===== config.mk =====
export PLATFORM = sky130hd
export DESIGN_NAME = mem_responder_flat
export DESIGN_NICKNAME = d
export VERILOG_FILES = /design/src/rtl/mem_responder_pkg.sv /design/src/rtl/mem_responder_if.sv /design/src/rtl/mem_responder_array.sv /design/src/rtl/mem_responder.sv /design/src/flat_wrapper.sv
export SDC_FILE = /design/constraint.sdc
export NUM_CORES = 2
export LEC_CHECK = 0
export CAP_MARGIN = 0
export CORE_UTILIZATION = 50
export DETAILED_ROUTE_END_ITERATION = 8
export MAX_ROUTING_LAYER = met4
export PLACE_DENSITY = 0.65
export SYNTH_ARGS = -nofsm -noshare
export SYNTH_HDL_FRONTEND = slang
export SYNTH_SLANG_ARGS = --single-unit

===== constraint.sdc =====
create_clock -name clk -period 7.6 [get_ports clk]
set_clock_uncertainty 0.2 [all_clocks]
set_input_delay 1.9 -clock clk [delete_from_list [all_inputs] [get_ports clk]]
set_output_delay 1.9 -clock clk [all_outputs]
set_load 0.1 [all_outputs]

===== src/rtl/mem_responder_pkg.sv =====
// Shared types and constants for the EN/RW/MFC memory responder.
package mem_pkg;

    localparam int ADDR_W_DEF = 8;
    localparam int DATA_W_DEF = 16;

    localparam logic RW_READ  = 1'b1;
    localparam logic RW_WRITE = 1'b0;

    typedef enum logic [1:0] {
        ST_IDLE   = 2'd0,
        ST_WAIT   = 2'd1,
        ST_ACCESS = 2'd2,
        ST_DONE   = 2'd3
    } state_t;

endpackage


===== src/rtl/mem_responder_if.sv =====
// Processor-to-memory handshake bundle (initiator = master, memory = slave).
interface mem_responder_if
    import mem_pkg::*;
#(
    parameter int ADDR_W = ADDR_W_DEF,
    parameter int DATA_W = DATA_W_DEF
);
    // Handshake: the initiator raises EN with RW/addr/wdata stable on the sampling edge
    // and holds EN high until it sees MFC; it then drops EN, and MFC/err fall one edge later.
    logic              EN;
    logic              RW;
    logic [ADDR_W-1:0] addr;
    logic [DATA_W-1:0] wdata;
    logic [DATA_W-1:0] rdata;
    logic              MFC;
    logic              err;

    modport master (output EN, RW, addr, wdata, input rdata, MFC, err);
    modport slave  (input EN, RW, addr, wdata, output rdata, MFC, err);

endinterface


===== src/rtl/mem_responder_array.sv =====
// Single-port synchronous RAM: registered read port, no reset on contents or read data.
module mem_array
    import mem_pkg::*;
#(
    parameter int ADDR_W = ADDR_W_DEF,
    parameter int DATA_W = DATA_W_DEF,
    parameter int DEPTH  = 256
) (
    input  logic              clk,
    input  logic              we_i,
    input  logic              re_i,
    input  logic [ADDR_W-1:0] addr_i,
    input  logic [DATA_W-1:0] wdata_i,
    output logic [DATA_W-1:0] rdata_o
);

    logic [DATA_W-1:0] mem_q [DEPTH];
    logic [DATA_W-1:0] rdata_q;

    always_ff @(posedge clk) begin
        if (we_i) mem_q[addr_i] <= wdata_i;
        if (re_i) rdata_q <= mem_q[addr_i];
    end

    assign rdata_o = rdata_q;

endmodule


===== src/rtl/mem_responder.sv =====
// Memory-side responder: latches a request, waits WAIT_CYCLES, accesses the array, reports MFC.
module mem_responder
    import mem_pkg::*;
#(
    parameter int ADDR_W      = ADDR_W_DEF,
    parameter int DATA_W      = DATA_W_DEF,
    parameter int DEPTH       = 256,
    parameter int WAIT_CYCLES = 2
) (
    input  logic            clk,
    input  logic            rst,
    mem_responder_if.slave  bus,
    output state_t          state_o
);

    localparam logic [3:0]      WAIT_L  = 4'(WAIT_CYCLES);
    localparam logic [ADDR_W:0] DEPTH_L = (ADDR_W+1)'(DEPTH);

    state_t            state_q, state_d;
    logic [3:0]        cnt_q, cnt_d;
    logic [ADDR_W-1:0] addr_q, addr_d;
    logic              rw_q, rw_d;
    logic [DATA_W-1:0] wdata_q, wdata_d;
    logic              mfc_q, mfc_d;
    logic              err_q, err_d;
    logic              rzero_q, rzero_d;
    logic              mem_we, mem_re, oor;
    logic [DATA_W-1:0] mem_rdata;

    assign oor = ({1'b0, addr_q} >= DEPTH_L);

    always_ff @(posedge clk or posedge rst) begin
        if (rst) begin
            state_q <= ST_IDLE;
            cnt_q   <= '0;
            addr_q  <= '0;
            rw_q    <= RW_WRITE;
            wdata_q <= '0;
            mfc_q   <= 1'b0;
            err_q   <= 1'b0;
            rzero_q <= 1'b1;
        end else begin
            state_q <= state_d;
            cnt_q   <= cnt_d;
            addr_q  <= addr_d;
            rw_q    <= rw_d;
            wdata_q <= wdata_d;
            mfc_q   <= mfc_d;
            err_q   <= err_d;
            rzero_q <= rzero_d;
        end
    end

    always_comb begin
        state_d = state_q;
        cnt_d   = cnt_q;
        addr_d  = addr_q;
        rw_d    = rw_q;
        wdata_d = wdata_q;
        err_d   = err_q;
        rzero_d = rzero_q;
        mfc_d   = 1'b0;
        mem_we  = 1'b0;
        mem_re  = 1'b0;
        case (state_q)
            ST_IDLE: begin
                err_d = 1'b0;
                if (bus.EN) begin
                    addr_d  = bus.addr;
                    rw_d    = bus.RW;
                    wdata_d = bus.wdata;
                    cnt_d   = WAIT_L;
                    state_d = (WAIT_L != 4'd0) ? ST_WAIT : ST_ACCESS;
                end
            end
            ST_WAIT: begin
                if (!bus.EN) begin
                    state_d = ST_IDLE;
                end else begin
                    cnt_d = cnt_q - 4'd1;
                    if (cnt_q == 4'd1) state_d = ST_ACCESS;
                end
            end
            ST_ACCESS: begin
                // Out-of-range reads force rdata to zero instead of touching the array.
                mem_we  = (rw_q == RW_WRITE) && !oor;
                mem_re  = (rw_q == RW_READ) && !oor;
                if (rw_q == RW_READ) rzero_d = oor;
                err_d   = oor;
                state_d = ST_DONE;
            end
            ST_DONE: begin
                // MFC is registered from DONE, so it lags DONE entry by one edge.
                if (bus.EN) begin
                    mfc_d = 1'b1;
                end else begin
                    err_d   = 1'b0;
                    state_d = ST_IDLE;
                end
            end
            default: state_d = ST_IDLE;
        endcase
    end

    mem_array #(
        .ADDR_W (ADDR_W),
        .DATA_W (DATA_W),
        .DEPTH  (DEPTH)
    ) u_array (
        .clk     (clk),
        .we_i    (mem_we),
        .re_i    (mem_re),
        .addr_i  (addr_q),
        .wdata_i (wdata_q),
        .rdata_o (mem_rdata)
    );

    assign bus.rdata = rzero_q ? '0 : mem_rdata;
    assign bus.MFC   = mfc_q;
    assign bus.err   = err_q;
    assign state_o   = state_q;

endmodule


===== src/flat_wrapper.sv =====
// flat-port wrapper written by rule: the top's interface ports become plain ports
module mem_responder_flat import mem_pkg::*;
#(
    parameter int ADDR_W      = ADDR_W_DEF,
    parameter int DATA_W      = DATA_W_DEF,
    parameter int DEPTH       = 256,
    parameter int WAIT_CYCLES = 2
)
  (clk, rst, state_o, bus_EN, bus_RW, bus_addr, bus_wdata, bus_rdata, bus_MFC, bus_err);
  mem_responder_if #(.ADDR_W(ADDR_W), .DATA_W(DATA_W)) bus_i ();
  input  logic clk;
  input  logic rst;
  output state_t state_o;
  input wire logic [$bits(bus_i.EN)-1:0] bus_EN;
  input wire logic [$bits(bus_i.RW)-1:0] bus_RW;
  input wire logic [$bits(bus_i.addr)-1:0] bus_addr;
  input wire logic [$bits(bus_i.wdata)-1:0] bus_wdata;
  output wire logic [$bits(bus_i.rdata)-1:0] bus_rdata;
  output wire logic [$bits(bus_i.MFC)-1:0] bus_MFC;
  output wire logic [$bits(bus_i.err)-1:0] bus_err;
  assign bus_i.EN = bus_EN;
  assign bus_i.RW = bus_RW;
  assign bus_i.addr = bus_addr;
  assign bus_i.wdata = bus_wdata;
  assign bus_rdata = bus_i.rdata;
  assign bus_MFC = bus_i.MFC;
  assign bus_err = bus_i.err;
  mem_responder #(.ADDR_W(ADDR_W), .DATA_W(DATA_W), .DEPTH(DEPTH), .WAIT_CYCLES(WAIT_CYCLES)) u_core (.clk(clk), .rst(rst), .bus(bus_i), .state_o(state_o));
endmodule

# Word-level counts from Yosys, hierarchy flattened
# Memory sizes are Yosys's and may differ from the RTL's. A register that Yosys moved wholly into a read port is not among the register bits.
# Cells that the tools add are included.
[totals]
mem_count = 1
output_inout_bits = 20
wordCells = 45
regBits = 34
ram_bits = 4096
[op_classes]
mux = 17
addsub = 1
bitwise = 1
reduce_logical = 9
n_eq_ne = 8
[mem_list]
columns = ["name", "words", "word_bits", "rd", "rd_clocked_by_memory_dff", "write_ports", "line_no", "rtl"]
rows = [
  ["u_core.u_array.mem_q", 256, 16, 1, 1, 1, "mem_responder_array.sv:17", "logic [DATA_W-1:0] mem_q [DEPTH];"],
]
[op_table]
columns = ["cell", "n"]
rows = [
  ["2-to-1 mux 16 bit", 1],
  ["2-to-1 mux 2 bit", 4],
  ["2-to-1 mux 4 bit", 2],
  ["case mux 2 bit (4 select lines)", 1],
  ["case mux 4 bit (2 select lines)", 1],
  ["2-to-1 mux 1 bit", 7],
  ["inequality test 2 bit, second input constant", 3],
  ["AND reduction 2 bit", 3],
  ["AND reduction 3 bit", 2],
  ["equality test 2 bit, second input constant", 2],
  ["equality test 4 x 1 -> 1 bit, second input constant", 1],
  ["nonzero test 2 bit", 2],
  ["subtractor 4 x 1 -> 4 bit, second input constant", 1],
  ["inequality test 3 x 2 -> 1 bit, second input constant", 1],
  ["equality test 2 x 1 -> 1 bit, second input constant", 1],
  ["zero test 2 bit", 1],
  ["case mux 1 bit (2 select lines)", 1],
  ["OR reduction 2 bit", 1],
  ["inverter 1 bit", 1],
]

# Logic depth before layout (Yosys ltp)
[logic_depth]
ltp_word = 4
depth_mapped = 9

# Cells and area by module
# From an unflattened synthesis, not the netlist that was laid out.
[hier_totals]
cells_unflattened = 6839
area_unflattened_um2 = 157105.7
[modules_own_cells]
columns = ["mod", "cells_each", "area_each_um2", "instances"]
rows = [
  ["mem_array", 6727, 155559.2, 1],
  ["mem_responder", 112, 1546.5, 1],
]

# Least setup slack after synthesis
# Ideal clock, no wire load.
[synth_path]
path_type = "reg-to-reg"
startpoint = "register u_core.wdata_q[0]"
endpoint = "memory u_core.u_array.mem_q[0][0] (netlist name), data pin"
path_buffers = 0
setup_time_ns = 0.803
synth_period_minus_slack_ns = 4.184
path_stages_with_launch = 1
slack_ns = 3.416
t_arrival_ns = 3.181
path_cell_list = "dfrtp_1"
[synth_rtl]
columns = ["element", "line_no", "rtl"]
rows = [
  ["start, declared", "mem_responder.sv:23", "logic [DATA_W-1:0] wdata_q, wdata_d;"],
  ["start signal, assigned", "mem_responder.sv:47", "wdata_q <= wdata_d;"],
  ["end, declared", "mem_responder_array.sv:17", ""],
]
# Straight into the memory's write port.

==> impl_results.html <==
<table>
<tr><th>Metric</th><th>Value</th></tr>
<tr><th colspan="2">Power and ir drop</th></tr>
<tr><td>Leak pwr</td><td>54.6 nW</td></tr>
<tr><td>Switch Pwr</td><td>22.1 mW</td></tr>
<tr><td>Internal power summed over all cells</td><td>46.8 mW</td></tr>
<tr><td>Power share of the clock group</td><td>28.7%</td></tr>
<tr><td>Switch share</td><td>32.1%</td></tr>
<tr><td>Ratio of total power to cell area</td><td>388 nW/um2</td></tr>
<tr><td>Combinational share of power</td><td>27.6%</td></tr>
<tr><td>Peak supply drop</td><td>0.000405 V</td></tr>
<tr><td>Seq pwr share</td><td>43.6%</td></tr>
<tr><th colspan="2">Final layout</th></tr>
<tr><td>Synth-to-layout area growth</td><td>13.2%</td></tr>
<tr><td>Final core area utilization</td><td>56.9%</td></tr>
<tr><td>Nets@finish</td><td>7281</td></tr>
<tr><td>Area occupied by registers</td><td>124000 um2</td></tr>
<tr><td>Filler-free cell count of the finished design</td><td>11736</td></tr>
<tr><td>Number of filler instances in the final layout</td><td>22364</td></tr>
<tr><td>Share of post-route cells with drive strength above 1</td><td>27.8%</td></tr>
<tr><td>Area taken by multi-input logic gates</td><td>31000 um2</td></tr>
<tr><th colspan="2">STA</th></tr>
<tr><td>Post-layout minimum cycle time</td><td>5.51 ns</td></tr>
<tr><td>Final hold vios</td><td>0</td></tr>
<tr><td>Unrepaired setup endpoints after global routing</td><td>false</td></tr>
<tr><td>Final setup violation count</td><td>0</td></tr>
<tr><td>Max-slew violation total from the final report</td><td>17</td></tr>
<tr><td>Final setup TNS</td><td>0 ns</td></tr>
<tr><td>Top achievable clock speed</td><td>182 MHz</td></tr>
<tr><td>Worst slew margin</td><td>-10.9%</td></tr>
<tr><td>Worst slew pin tran</td><td>1.64 ns</td></tr>
<tr><td>Period Utilization, post-route</td><td>72.4%</td></tr>
<tr><th colspan="2">Synthesis</th></tr>
<tr><td>Average size of a mapped cell</td><td>23.0 um2</td></tr>
<tr><td>Post-synthesis cell count</td><td>6819</td></tr>
<tr><td>Number of distinct library cell variants in the gate-level netlist after synthesis</td><td>31</td></tr>
<tr><td>Sequential element share of the synthesized area</td><td>79.3%</td></tr>
<tr><td>Share of synthesized registers carrying an async set or reset</td><td>0.796%</td></tr>
<tr><td>Area of the mapped netlist</td><td>157000 um2</td></tr>
<tr><td>Register bit count reported by yosys</td><td>4145</td></tr>
<tr><td>EDFF count, synth</td><td>4112</td></tr>
<tr><td>Primary flip-flop cell chosen by synthesis mapping</td><td>sky130_fd_sc_hd__edfxtp_1</td></tr>
<tr><td>Ys Warns</td><td>0</td></tr>
<tr><td>Syn_nets</td><td>6849</td></tr>
<tr><th colspan="2">Detailed routing</th></tr>
<tr><td>DRC violations left</td><td>0</td></tr>
<tr><td>First-pass detailed-route iteration total</td><td>6</td></tr>
<tr><td>Vias post-DR</td><td>76509</td></tr>
<tr><td>Detailed-route wire length</td><td>407 mm</td></tr>
<tr><td>Average wire per cell in the routed design</td><td>34.7 um</td></tr>
<tr><td>Vias per cell</td><td>6.52</td></tr>
<tr><td>ANT nets after route</td><td>0</td></tr>
<tr><td>Drt first-iter violations</td><td>11193</td></tr>
<tr><th colspan="2">Outcome</th></tr>
<tr><td>Outcome</td><td>finished, violations left</td></tr>
<tr><td>Failing checks</td><td>capacitance limit, slew limit</td></tr>
<tr><th colspan="2">CTS</th></tr>
<tr><td>Max H-tree Level</td><td>5</td></tr>
<tr><td># hold bufs at CTS</td><td>0</td></tr>
<tr><td>Num CTS Buffers</td><td>406</td></tr>
<tr><td>Clock Root Buffer</td><td>sky130_fd_sc_hd__clkbuf_16</td></tr>
<tr><td>Clock transition at the registers of the reported paths</td><td>0.06 ns</td></tr>
<tr><td>Maximum buffer depth of the clock tree</td><td>4</td></tr>
<tr><td>Number of gates resized after CTS</td><td>0</td></tr>
<tr><td>Number of clock sinks</td><td>4145</td></tr>
<tr><td>TritonCTS clock tree</td><td>done</td></tr>
<tr><td>Latest clock arrival within the worst-skew pair</td><td>0.99 ns</td></tr>
<tr><td># Post-CTS Setup Buffers</td><td>0</td></tr>
<tr><th colspan="2">Worst hold path</th></tr>
<tr><td>Path type of the worst min-delay path</td><td>reg -&gt; reg</td></tr>
<tr><td>Hold_sp</td><td>u_core.cnt_q[3]</td></tr>
<tr><td>Worst hold path cell count</td><td>1</td></tr>
<tr><td>Worst min-delay path endpoint</td><td>u_core.cnt_q[3]</td></tr>
<tr><th colspan="2">GRT</th></tr>
<tr><td>Final global-route overflow total</td><td>0</td></tr>
<tr><td>Via count of the first global-routing pass</td><td>76215</td></tr>
<tr><td>First-pass GRT wire length</td><td>578 mm</td></tr>
<tr><td>Total track usage</td><td>26.6%</td></tr>
<tr><td>Number of antenna violations at the first check in global routing</td><td>15</td></tr>
<tr><td>Maximum number of pins on one net before global-route repair</td><td>206</td></tr>
<tr><th colspan="2">Critical path</th></tr>
<tr><td>R2R depth</td><td>9</td></tr>
<tr><td>Highest fanout seen on the critical path</td><td>66</td></tr>
<tr><td>Capturing element type of the critical path</td><td>flip-flop</td></tr>
<tr><td>Reg2reg start</td><td>u_core.addr_q[0]</td></tr>
<tr><td>Data required time of the worst path</td><td>8.04 ns</td></tr>
<tr><td>Crit path launch type</td><td>flip-flop</td></tr>
<tr><td>Data arrival time of the critical path</td><td>5.95 ns</td></tr>
<tr><td>End of the worst register-to-register path</td><td>u_core.u_array.rdata_o[9]</td></tr>
<tr><td>Crit Path Class</td><td>reg -&gt; reg</td></tr>
<tr><td>Setup slack, reg-to-reg</td><td>2.09 ns</td></tr>
<tr><th colspan="2">Floorplan</th></tr>
<tr><td>Effective utilization at floorplan</td><td>50.3%</td></tr>
<tr><td>Die width</td><td>562 um</td></tr>
<tr><td>Standard cell core area</td><td>312000 um2</td></tr>
<tr><td>Number of I/O pins</td><td>48</td></tr>
<tr><td>Standard-cell row count</td><td>205</td></tr>
<tr><td>Chip Height</td><td>562 um</td></tr>
<tr><td>Total die area</td><td>316000 um2</td></tr>
<tr><th colspan="2">Run</th></tr>
<tr><td>Reported max-cap violation count</td><td>1</td></tr>
<tr><th colspan="2">Place</th></tr>
<tr><td>HPWL after detailed placement</td><td>233 mm</td></tr>
<tr><td>Weighted congestion at the end of routability-driven global placement</td><td>0.852</td></tr>
<tr><td>Placed Instances</td><td>10981</td></tr>
<tr><td>Port-buffer cells</td><td>46</td></tr>
</table>
[sequential cells by signal, indices dropped and copies added (netlist names), named ones only]
signal                  flops
u_core.addr_q               8
u_core.bus.MFC              1
u_core.cnt_q                4
u_core.rw_q                 1
u_core.rzero_q              1
u_core.state_o              1
u_core.u_array.mem_q     4096
u_core.u_array.rdata_o     16
u_core.wdata_q             16
[cell families (layout without fill, tap and decap cells)]
kind of cell | after synthesis | after routing | share of synthesized area, %
DFF | 4145 | 4145 | 79.3
muxes | 1049 | 1049 | 14.9
AOI/OAI and AO/OA | 843 | 843 | 3.66
buffers and inverters | 422 | 1189 | 1.23
and+or+nand+nor | 357 | 357 | 0.945
adders and majority gates | 2 | 2 | 0.0160
other | 1 | 11 | 0.00239
[final cells by class]
class | count | share of cell area (%)
antenna | 10 | 0.0141
multi-input combinational | 2252 | 17.5
sequential | 4145 | 70.0
timing repair buffer | 442 | 2.20
clock inverter | 250 | 1.38
tap | 4140 | 2.92
inverter | 4 | 0.00846
clock buffer | 493 | 5.96
[Yosys cell counts (5+ instances only)]
library cell	number	share of area (%)
sky130_fd_sc_hd__edfxtp_1	4112	79
sky130_fd_sc_hd__mux4_2	1024	15
sky130_fd_sc_hd__a22oi_1	512	2.5
sky130_fd_sc_hd__nor2_1	266	0.64
sky130_fd_sc_hd__clkbuf_1	265	0.63
sky130_fd_sc_hd__a21oi_1	258	0.82
sky130_fd_sc_hd__buf_2	69	0.22
sky130_fd_sc_hd__o41ai_1	64	0.36
sky130_fd_sc_hd__buf_1	39	0.093
sky130_fd_sc_hd__nand2_1	34	0.081
sky130_fd_sc_hd__dfrtp_1	32	0.51
sky130_fd_sc_hd__mux2_2	25	0.18
sky130_fd_sc_hd__buf_6	24	0.17
sky130_fd_sc_hd__nor2b_1	24	0.096
sky130_fd_sc_hd__buf_4	21	0.10
sky130_fd_sc_hd__nand4_1	16	0.064
sky130_fd_sc_hd__o21ai_0	6	0.019
sky130_fd_sc_hd__nand3_1	5	0.016
[critical path, stage by stage (launching register included)]
cell and delay (ns):
sky130_fd_sc_hd__dfrtp_4 1.06, sky130_fd_sc_hd__buf_12 0.43, sky130_fd_sc_hd__buf_12 0.50, sky130_fd_sc_hd__buf_4 0.33, sky130_fd_sc_hd__mux4_2 0.52, sky130_fd_sc_hd__a22oi_1 0.25, sky130_fd_sc_hd__a21oi_1 0.11, sky130_fd_sc_hd__o41ai_1 1.14
sky130_fd_sc_hd__buf_4 0.37, sky130_fd_sc_hd__nand4_1 0.11
[worst max-delay path by stage]
stage	start	endpoint	depth (start not counted)	slack [ns]
finish	u_core.addr_q[0]	u_core.u_array.rdata_o[9]	9	2.09
CTS	u_core.rzero_q	bus_rdata[11]	2	2.12
global route	u_core.addr_q[0]	u_core.u_array.rdata_o[9]	9	1.98
global placement	u_core.addr_q[1]	u_core.u_array.rdata_o[7]	7	1.02
detailed placement	u_core.addr_q[0]	u_core.u_array.rdata_o[9]	9	2.28
floorplan	u_core.wdata_q[0]	u_core.u_array.mem_q[0][0]	0	3.42
[metrics by stage]
step           setup WS [ns]  cell area [um2]  power (mW)  hold WS [ns]
2_1_floorplan           3.42           157000        42.3         0.251
4_1_cts                 2.12           178000        69.2         0.294
3_5_place_dp            2.28           164000        49.6         0.287
5_1_grt                 1.98           178000        70.8         0.344
3_3_place_gp            1.02           164000        49.2         0.278
6_report                2.09           178000        68.9         0.301
[cell usage in the layout (no fill, tap or decap), types with 10 or more instances in the layout]
| cell | instances |
|---|---|
| sky130_fd_sc_hd__diode_2 | 10 |
| sky130_fd_sc_hd__buf_4 | 355 |
| sky130_fd_sc_hd__o41ai_2 | 30 |
| sky130_fd_sc_hd__a21oi_1 | 258 |
| sky130_fd_sc_hd__bufinv_16 | 38 |
| sky130_fd_sc_hd__a22oi_1 | 512 |
| sky130_fd_sc_hd__clkdlybuf4s50_1 | 46 |
| sky130_fd_sc_hd__nand2_1 | 17 |
| sky130_fd_sc_hd__clkinv_1 | 104 |
| sky130_fd_sc_hd__nor2b_1 | 19 |
| sky130_fd_sc_hd__mux4_2 | 1024 |
| sky130_fd_sc_hd__dfrtp_1 | 14 |
| sky130_fd_sc_hd__o41ai_1 | 33 |
| sky130_fd_sc_hd__buf_12 | 38 |
| sky130_fd_sc_hd__clkbuf_1 | 81 |
| sky130_fd_sc_hd__clkinv_2 | 77 |
| sky130_fd_sc_hd__nor2_2 | 26 |
| sky130_fd_sc_hd__nand4_1 | 16 |
| sky130_fd_sc_hd__nand2_2 | 12 |
| sky130_fd_sc_hd__nor2_1 | 239 |
| sky130_fd_sc_hd__mux2_2 | 25 |
| sky130_fd_sc_hd__edfxtp_1 | 4112 |
| sky130_fd_sc_hd__dfrtp_4 | 18 |
| sky130_fd_sc_hd__clkbuf_16 | 409 |
[per-layer routing]
metal | wire, um | vias to the layer above | GRT usage (%) | share of wire (%)
met5 | 0 | - | - | 0
met4 | 14500 | 0 | 8.74 | 3.6
met3 | 40300 | 685 | 4.96 | 9.9
met2 | 195000 | 4457 | 40.5 | 48
met1 | 157000 | 41170 | 36.6 | 39
li1 | - | 30197 | - | -
[power by group through the flow]
stage                     registers [mW]  clock network [mW]  logic [mW]
final                               30.0                19.8        19.0
after detailed placement            30.5                   0        19.1
after global routing                30.1                20.8        19.9
after CTS                           30.0                20.0        19.1
after global placement              30.4                   0        18.8
after floorplan                     31.7                   0        10.6
No activity file was read; power rests on OpenSTA's default activity.
